## src/rtl/serial_shl_unit.sv

```systemverilog
// serial_shl_unit: multi-cycle logical shift-left engine with valid/ready on
// both sides. It shifts STEP bits per BUSY cycle and handles one operation at
// a time. The result matches (I0 << I1) truncated to width, and any shift
// amount >= width yields zero.
module serial_shl_unit #(
    parameter int width = 8,
    parameter int STEP  = 1
) (
    input  logic             CLK,
    input  logic             ASYNCRESET,
    input  logic [width-1:0] I0,
    input  logic [width-1:0] I1,
    input  logic             in_valid,
    output logic             in_ready,
    output logic [width-1:0] O,
    output logic             out_valid,
    input  logic             out_ready
);

    // rem only ever holds a shift amount below width.
    localparam int RW = $clog2(width) + 1;
    // Wide enough to compare the whole I1 against width without truncating either side.
    localparam int CW = (width > 32) ? width : 32;
    localparam logic [RW-1:0] STEP_R = RW'(STEP);

    typedef enum logic [1:0] {
        IDLE = 2'd0,
        BUSY = 2'd1,
        DONE = 2'd2
    } state_t;

    state_t          state;
    logic [width-1:0] res;
    logic [RW-1:0]   rem;
    logic [RW-1:0]   shamt;
    logic [RW-1:0]   rem_next;
    logic            accept;
    logic            zero_shift;
    logic            over_shift;

    // The final BUSY cycle may shift fewer than STEP bits.
    function automatic logic [RW-1:0] step_amount(input logic [RW-1:0] left);
        return (left < STEP_R) ? left : STEP_R;
    endfunction

    // Per-cycle shift amount, remaining count and accept-path decode.
    always_comb begin
        shamt      = step_amount(rem);
        rem_next   = rem - shamt;
        accept     = (state == IDLE) && in_valid;
        zero_shift = (I1 == '0);
        over_shift = (CW'(I1) >= CW'(width));
    end

    // Outputs come only from registered state, so no input reaches an output combinationally.
    assign in_ready  = (state == IDLE);
    assign out_valid = (state == DONE);
    assign O         = res;

    // Control FSM and shift datapath. Reset aborts any operation in flight.
    always_ff @(posedge CLK or posedge ASYNCRESET) begin
        if (ASYNCRESET) begin
            state <= IDLE;
            res   <= '0;
            rem   <= '0;
        end else begin
            case (state)
                IDLE: begin
                    if (accept) begin
                        if (zero_shift) begin
                            res   <= I0;
                            rem   <= '0;
                            state <= DONE;
                        end else if (over_shift) begin
                            res   <= '0;
                            rem   <= '0;
                            state <= DONE;
                        end else begin
                            // I1 < width here, so it fits in rem.
                            res   <= I0;
                            rem   <= RW'(I1);
                            state <= BUSY;
                        end
                    end
                end
                BUSY: begin
                    res <= res << shamt;
                    rem <= rem_next;
                    if (rem_next == '0) begin
                        state <= DONE;
                    end
                end
                DONE: begin
                    // res is left unchanged, so O still shows the last result in IDLE.
                    if (out_ready) begin
                        state <= IDLE;
                    end
                end
                default: state <= IDLE;
            endcase
        end
    end

endmodule
```

## config.mk

```make
export PLATFORM = sky130hd
export DESIGN_NAME = serial_shl_unit
export DESIGN_NICKNAME = d
export VERILOG_FILES = /design/src/rtl/serial_shl_unit.sv
export SDC_FILE = /design/constraint.sdc
export NUM_CORES = 1
export LEC_CHECK = 0
export BUFFER_PORTS_ARGS = -buffer_cell sky130_fd_sc_hd__clkbuf_2
export CORE_MARGIN = 8
export CORE_UTILIZATION = 51
export DETAILED_ROUTE_END_ITERATION = 10
export PLACE_DENSITY_LB_ADDON = 0.08
export RECOVER_POWER = 25
export REMOVE_ABC_BUFFERS = 1
export SLEW_MARGIN = 15
export SYNTH_ARGS = -nofsm -noshare
export SYNTH_HDL_FRONTEND = slang
export SYNTH_SLANG_ARGS = --single-unit
```

## constraint.sdc

```tcl
create_clock -name CLK -period 3.3 [get_ports CLK]
set_clock_uncertainty 0.15 [all_clocks]
set_input_delay 0.165 -clock CLK [delete_from_list [all_inputs] [get_ports CLK]]
set_output_delay 0.165 -clock CLK [all_outputs]
set_load 0.01 [all_outputs]
```

# After elaboration in Yosys (flattened, before gate mapping)
# Index checks and enable logic that the tools add are counted.
# W data, S select, Z words.
# op_classes
n_mux	15
n_shift	1
addsub	1
magnitude_cmp	2
n_reduce_logical	7
n_eq_ne	5
# ops
operator	count
$mux W8	3
$mux W4	4
$pmux W8 S2	1
$mux W2	5
$ge A8 B4 Y1 const B	1
$logic_not A8 Y1	1
$pmux W4 S2	1
$shl A8 B4 Y8	1
$pmux W2 S3	1
$logic_not A4 Y1	1
$lt A4 B1 Y1 const B	1
$ne A2 B1 Y1 const B	2
$sub A4 B4 Y4	1
$reduce_and A3 Y1	1
$eq A2 B1 Y1 const B	1
$eq A2 B2 Y1 const B	1
$logic_not A2 Y1	1
$ne A2 B2 Y1 const B	1
$reduce_and A2 Y1	1
$reduce_bool A2 Y1	1
$logic_and A1 B1 Y1	1
# totals
ff_bits	14
out_inout_bits	10
in_bits	20
wordCells	34

# Longest topological paths before layout
# Gate-level depths: netlist of run 1.
# logic_depth
depth_word	6
mapped_depth	7
ltp_nobuf	7

# Worst setup path after synthesis of run 1
# OpenSTA, ideal clock, no wires.
# synth_timing
kind	register -> register
start	register rem[3]
end	register state[1]
path_slack_ps	1570
t_required_ps	3026
period_less_slack_ps	1730
setup_time_ps	124
path_buffers	0
t_arrival_ps	1456
path_stages_with_launch	8
cell_sequence	dfrtp_1 > nor3_1 > nor2_1 > ha_1 > nand3_1 > o31a_1 > nor4_1 > a211o_1
# synth_via
elab_chain_len	6
# synth_lines
item	line_no	text
start: declaration	34	logic [RW-1:0] rem;
start signal: assignment	81	rem <= RW'(I1);
start signal: assignment	88	rem <= rem_next;
$lt A4 B1 Y1	43	return (left < STEP_R) ? left : STEP_R;
$mux W4	43	
$sub A4 B4 Y4 (*)	49	rem_next = rem - shamt;
$logic_not A4 Y1 (*)	89	if (rem_next == '0) begin
$ne A2 B2 Y1 (no source line) (*)	n/a	
$reduce_and A3 Y1 (no source line) (*)	n/a	
end signal: assignment	90	state <= DONE;
end signal: assignment	96	state <= IDLE;
end signal: assignment	99	default: state <= IDLE;
end: declaration	32	state_t state;
# Every way passes the cells marked *; elsewhere a longest branch is shown, timed or not.
# A chain may end at the register's enable or synchronous reset.

# Final worst setup path of run 1
# layout_timing
start	register rem[1]
end	register state[1]
# Same word-level chain as after synthesis.

==> results of run 1 <==
## what timing repair did
item,4_1_cts,5_1_grt
hold buffers,4,0
hold endpoints to repair,17,0
gates resized for setup,0,0
## kinds of logic (layout without fill, tap and decap cells)
family          Yosys count  count (layout)  synth area share (%)
fa+ha+maj                 2               2                 3.039
buf+inv                   6              42                 2.734
simple gates             38              38                 29.79
flops                    14              14                 42.55
compound gates           24              24                 21.89
## registers in the layout, indices dropped and copies added, names as in the netlist
register	cells
O	8
rem	4
state	2
## path summary, 6_finish.rpt
| kind | endpoint | slack (ns) | cells after the start |
|---|---|---|---|
| worst max-delay path | state[1] | 1.39 | 6 |
| worst min-delay path | O[3] | 0.04 | 3 |
| worst max register to register | state[1] | 1.39 | 6 |
| worst min register to register | O[7] | 0.38 | 2 |
| max in group asynchronous | O[0] | 2.35 | 3 |
| min in group asynchronous | O[3] | 0.30 | 3 |
## per-stage QoR
stage	instances	hold slack, ns	instance area [um^2]	power, uW
finish	136	0.04328	1061	585.8
global route	136	0.05729	1061	625.3
detailed placement	128	0.07245	984.7	462.4
global placement	128	0.07149	984.7	455.4
CTS	136	0.05130	1061	586.5
floorplan	83	-0.09578	819.5	386.9
## tightest hold or removal path: cells and delay by family
kind	cells	cell delay, ns
buffers and inverters	1	0.08
and+or+nand+nor	1	0.06
AOI/OAI and AO/OA	1	0.14
## layout by cell type (no fill, tap or decap)
cell type / Yosys / layout
inv_1: 4 / 4
a21oi_2: 1 / 1
a221o_1: 1 / 1
clkbuf_4: 0 / 3
nand3_1: 1 / 1
clkbuf_2: 0 / 29
clkbuf_8: 0 / 1
or3_1: 1 / 1
nor2_1: 17 / 17
a211o_1: 1 / 1
o31a_1: 1 / 1
a21oi_1: 9 / 9
nor4_4: 1 / 1
ha_1: 2 / 2
o21ai_0: 1 / 1
a22o_1: 1 / 1
dlygate4sd3_1: 0 / 4
o31ai_1: 1 / 1
or4_4: 1 / 1
a21boi_4: 1 / 1
nor2_8: 1 / 1
a31oi_1: 1 / 1
o21ba_2: 1 / 1
dfrtp_1: 14 / 14
a21boi_0: 1 / 1
or2_1: 1 / 1
nor4_1: 1 / 1
o2bb2ai_1: 1 / 1
inv_2: 1 / 1
nor3b_1: 1 / 1
nor3_1: 3 / 3
a32oi_1: 3 / 3
nand2_1: 1 / 1
nor3_2: 6 / 6
nand2b_1: 1 / 1
nor2b_1: 2 / 2
## synthesized netlist by cell type, drive strengths merged
library cell	count
a211o	1
a21boi	2
a21oi	10
a221o	1
a22o	1
a31oi	1
a32oi	3
clkbuf	1
dfrtp	14
ha	2
inv	5
nand2	1
nand2b	1
nand3	1
nor2	18
nor2b	2
nor3	9
nor3b	1
nor4	2
o21ai	1
o21ba	1
o2bb2ai	1
o31a	1
o31ai	1
or2	1
or3	1
or4	1
## layout make-up
class	instances	area, um^2	area share, %
tap	16	20.02	1.887
multi-input combinational	64	450.4	42.45
sequential	14	350.3	33.02
timing repair buffer	33	185.2	17.45
clock buffer	4	36.28	3.420
inverter	5	18.77	1.769
## power by group
part	switching, uW	total [uW]	leakage [uW]	internal, uW
combinational	113	210	0.000322	96.4
sequential	41.9	252	0.000176	210
clock	57.0	124	0.0000210	67.1
total	212	586	0.000519	373
## routing by layer
metal / global-route usage [%] / wire (um) / vias up / share of wire, %
li1: - / - / 380 / -
met1: 14.75 / 892 / 355 / 45
met2: 22.35 / 986 / 25 / 49
met3: 2.968 / 90 / 4 / 4.5
met4: 7.216 / 31 / 0 / 1.6
met5: 0 / 0 / - / 0
==> metrics, run 1 <==
crit path from rem[1]; Vias per Instance 5.618; Wirelength per Cell 14.71 um; CTS tree done; drt first pass iters 4; Post-CTS Setup Inserts 0; GRT Total Usage 13.20%; routed wire length 2000 um; Max Cap Violations 0; run status finished, final reports clean; post-placement setup slack 1.420 ns; Setup WS post-layout 1.391 ns; critical path class flip-flop to flip-flop; Mean Syn Cell Area 9.801 um^2; Die H 56.18 um; Final period util 57.86%; final setup TNS 0 ns; largest net degree at the start of global routing 15; total gr overflow 0; Core Area 1506 um^2; YS warnings 0; Worst path max stage delay 0.46 ns; DR vias 764; largest area contributor in the netlist dfrtp_1; Synth cell types 33; n_diodes 0; CP arrival 1.98 ns; DRC 0; area of the mapped netlist 823.3 um^2; Hold Vio Cnt, Final 0; Root Buffer clkbuf_4; Initial Util 54.65%; first-pass GRT wire length 3505 um; worst path bufs/invs 0; Sink Count 14; Setup Viol. Count Final 0; Slew Limit Headroom 63.79%; register area share after synthesis 42.55%; number of buffers added on ports 29; clock slew at reported path FFs 0.09 ns; reg2reg start rem[1]; Final Max Slew Viols 0; DP HPWL 1503 um; Critical Path Source Type flip-flop; ANT nets after route 0; Worst-Margin Slew 0.5426 ns; Finished Core Util 70.43%; initial antenna violation count 0; CP delay by family, top simple AND/OR/NAND/NOR gates; Num CTS Buffers 3; Hold Crit Start I0[3]; CP endpoint kind flip-flop; Layout area overhead 28.88%; #FFs+latches synth 14; vias in the first global route 815; fin crit period 1.909 ns; # H-tree levels 1; Max Fclk 523.7 MHz; worst vdd ir 283.8 uV; die width 56.18 um; layout cells sized above 1 38.33%; share of the synthesized area in the top cell type 42.55%; CP max FO 6; number of cells produced by synthesis 84; Core Rows 14; Crit-path slowest cell dfrtp_1; DIE AREA 3156 um^2; worst-path cell chain nor3_1 > nor2_1 > ha_1 > o31a_1 > nor4_1 > a211o_1; min-delay worst type input port to flip-flop; filler cell count 124; Final Net Count 143; RSZ-0062 raised after global routing false; io pins 30; Iteration-0 DRC Markers 12; CTS max path bufs 2; WP data required 3.37 ns; routability cong. 0.8075; P_leak 0.0005191 uW; Synth area leaders dfrtp_1 43%, nor2_1 7.8%, nor3_2 7.3%, a21oi_1 5.5%, a32oi_1 3.2%; worst skew pair latency 0.28 ns; pwr dens 552.1 nW/um^2
Note: power is estimated with default switching activity, not from simulation.
==> run 2, diff against run 1 <==
Settings changed: ABC_AREA set to 1, CORE_UTILIZATION 51 to 49.
Clock period 3.3 ns to 1.8 ns, I/O delays scaled along.
==> run 2 against run 1 <==
Against the previous run:
- the run now ends with hold timing left
- maximum frequency is 13% higher
- combinational power grew to 3.9 times the previous value
- clock power is 91% higher
- largest cell class unchanged
- via count is 33% higher
- setup slack worse by 1.3 ns
- non-clock buffer count is 11 higher
- total power grew to 2.7 times the previous value
- synthesized cell count is 64% higher
- critical path depth is 4 higher
==> metrics, run 2 <==
run status finished, violations left; failing checks hold timing; Post-synth EDFFs 0; CP Depth 10; Slew Limit Headroom 62.12%; CP max FO 3; DIE AREA 3582 um^2; clock slew at reported path FFs 0.09 ns; Initial Util 50.07%; switching portion of total power 44.30%; largest net degree at the start of global routing 15; reg2reg path depth 10; fin crit period 1.691 ns; Worst-Margin Slew 0.5676 ns; Final Instance Area 1296 um^2; CP endpoint kind flip-flop; GRT Total Usage 16.37%; internal power 865.0 uW; pwr dens 1198 nW/um^2; number of cells produced by synthesis 138; WP data required 1.88 ns; Iteration-0 DRC Markers 24; min-delay worst type input port to flip-flop; #FFs+latches synth 14; Max Cap Violations 0; worst vdd ir 903.3 uV; worst skew pair latency 0.29 ns; placed cell areas 1122 um^2; DP HPWL 1755 um; Synth area leaders dfrtp_1 37%, nand2_1 14%, nand3_1 11%, inv_1 10%, nor2_1 4.8%; worst path bufs/invs 1; Hold Vio Cnt, Final 1; Synth cell types 21; Setup WS post-layout 0.1086 ns; commonest register cell after synthesis dfrtp_1; DR vias 1,016; max FFs per register 8; CTS tree done; P_leak 0.0007341 uW; # H-tree levels 1; first-pass GRT wire length 4505 um; Vias per Instance 4.838; commonest non-fill, non-tap cell in the layout nand2_1; Max Fclk 591.2 MHz; Clock Power Share 15.2%; io pins 30; routability cong. 0.8328; ys async rst share 100.0%; Layout area overhead 37.58%; most frequent cell after synthesis nand2_1; synth cell count leaders 36 x nand2_1, 25 x inv_1, 20 x nand3_1; Num CTS Buffers 3; vias in the first global route 1,053; Crit-path slowest cell dfrtp_1; filler cell count 179; Critical Path Source Type flip-flop; YS warnings 0; worst-path cell chain nor2_2 > nand2_2 > nand2_2 > inv_1 > ha_2 > xnor2_2 > nand3_1 > nand2_1 > nand3_1 > nand2_1; Final Net Count 206; layout cells sized above 1 28.96%; Final period util 93.97%; Root Buffer clkbuf_4; Sink Count 14; Worst path max stage delay 0.44 ns; Seq pwr share 32.5%; die width 59.85 um; post-placement setup slack 0.08459 ns; r2r endpoint state[1]; Psw 688.1 uW; routed wire length 2489 um; Final Max Slew Viols 0; Die H 59.85 um; Mean Syn Cell Area 6.827 um^2; commonest non-fill, non-tap cells in the layout 35 x nand2_1, 29 x clkbuf_2, 25 x inv_1, 20 x nand3_1, 14 x dfrtp_1; area of the mapped netlist 942.2 um^2; CP delay by family, top simple AND/OR/NAND/NOR gates; reg2reg start rem[2]; critical path class flip-flop to flip-flop; largest area contributor in the netlist dfrtp_1; Post-CTS Setup Inserts 0; Wirelength per Cell 11.85 um; Setup Viol. Count Final 0; reg2reg setup slack 0.11 ns; DRC 0; Hold Slack -0.001242 ns; CTS max path bufs 2; initial antenna violation count 0; register area share after synthesis 37.18%; number of buffers added on ports 29; share of the synthesized area in the top cell type 37.18%; Core Rows 16; Worst setup endpoint state[1]; CP arrival 1.78 ns; ANT nets after route 0; Core Area 1882 um^2; drt first pass iters 4; combinational power share 52.3%; total gr overflow 0; n_diodes 0; crit path from rem[2]
[run 2: metrics by stage]
step / TNS [ns] / cells / util, % / total power [uW] / hold WS [ns]
2_1_floorplan: 0 / 135 / - / 1010 / -0.1708
5_1_grt: -0.03416 / 210 / 68.88 / 1709 / 0.01542
3_3_place_gp: 0 / 194 / 59.64 / 1226 / 0.002161
4_1_cts: 0 / 210 / 67.95 / 1504 / 0.0007011
3_5_place_dp: 0 / 194 / 59.64 / 1250 / 0.01257
6_report: 0 / 210 / 68.88 / 1553 / -0.001242
[run 2: cells by family after synthesis]
logic type                 synth area share, %
adders and majority gates                2.656
DFF                                      37.19
xor gates and xnor gates                0.9298
and+or+nand+nor                          33.07
buffers and inverters                    14.34
AOI/OAI and AO/OA                        11.82
[run 2: final cells by class]
cell class / instances / area, um^2 / area share [%]
clock buffer: 4 / 36.28 / 2.799
timing repair buffer: 44 / 287.8 / 22.20
multi-input combinational: 91 / 474.2 / 36.58
sequential: 14 / 350.3 / 27.03
inverter: 30 / 113.9 / 8.784
tap: 27 / 33.78 / 2.606
[run 2: worst min path at each step]
stage               startpoint     end  slack (ns)  cells after the start
floorplan           ASYNCRESET    O[0]       -0.17                      1
global placement    ASYNCRESET  rem[1]       0.002                      2
detailed placement  ASYNCRESET  rem[1]        0.01                      2
CTS                      I0[2]    O[2]      0.0007                      5
global route             I0[2]    O[2]        0.02                      5
finish                   I0[2]    O[2]      -0.001                      5
[run 2: power by group through the flow]
stage | sequential [uW] | clock [uW] | combinational (uW)
CTS | 493 | 238 | 773
global route | 514 | 260 | 935
finish | 504 | 237 | 812
detailed placement | 500 | 0 | 750
floorplan | 517 | 0 | 493
global placement | 497 | 0 | 729
[run 2: what timing repair did]
action | CTS | global route
endpoints found under the hold margin | 24 | 0
setup endpoints to repair | 0 | 3
hold buffers | 12 | 0
resized for setup | 0 | 5
[run 2: tightest hold or removal path: cells and delay by family]
family | cells | cell delay, ns
buf+inv | 2 | 0.11
simple gates | 3 | 0.20
[run 2: metal layers]
metal	global-route usage, %	routed length (um)	vias to the layer above	part of all wire [%]
met4	8.163	51	0	2.0
met5	0	0	-	0
met2	27.08	1263	24	51
met1	19.23	1049	468	42
li1	-	-	519	-
met3	3.656	125	5	5.0
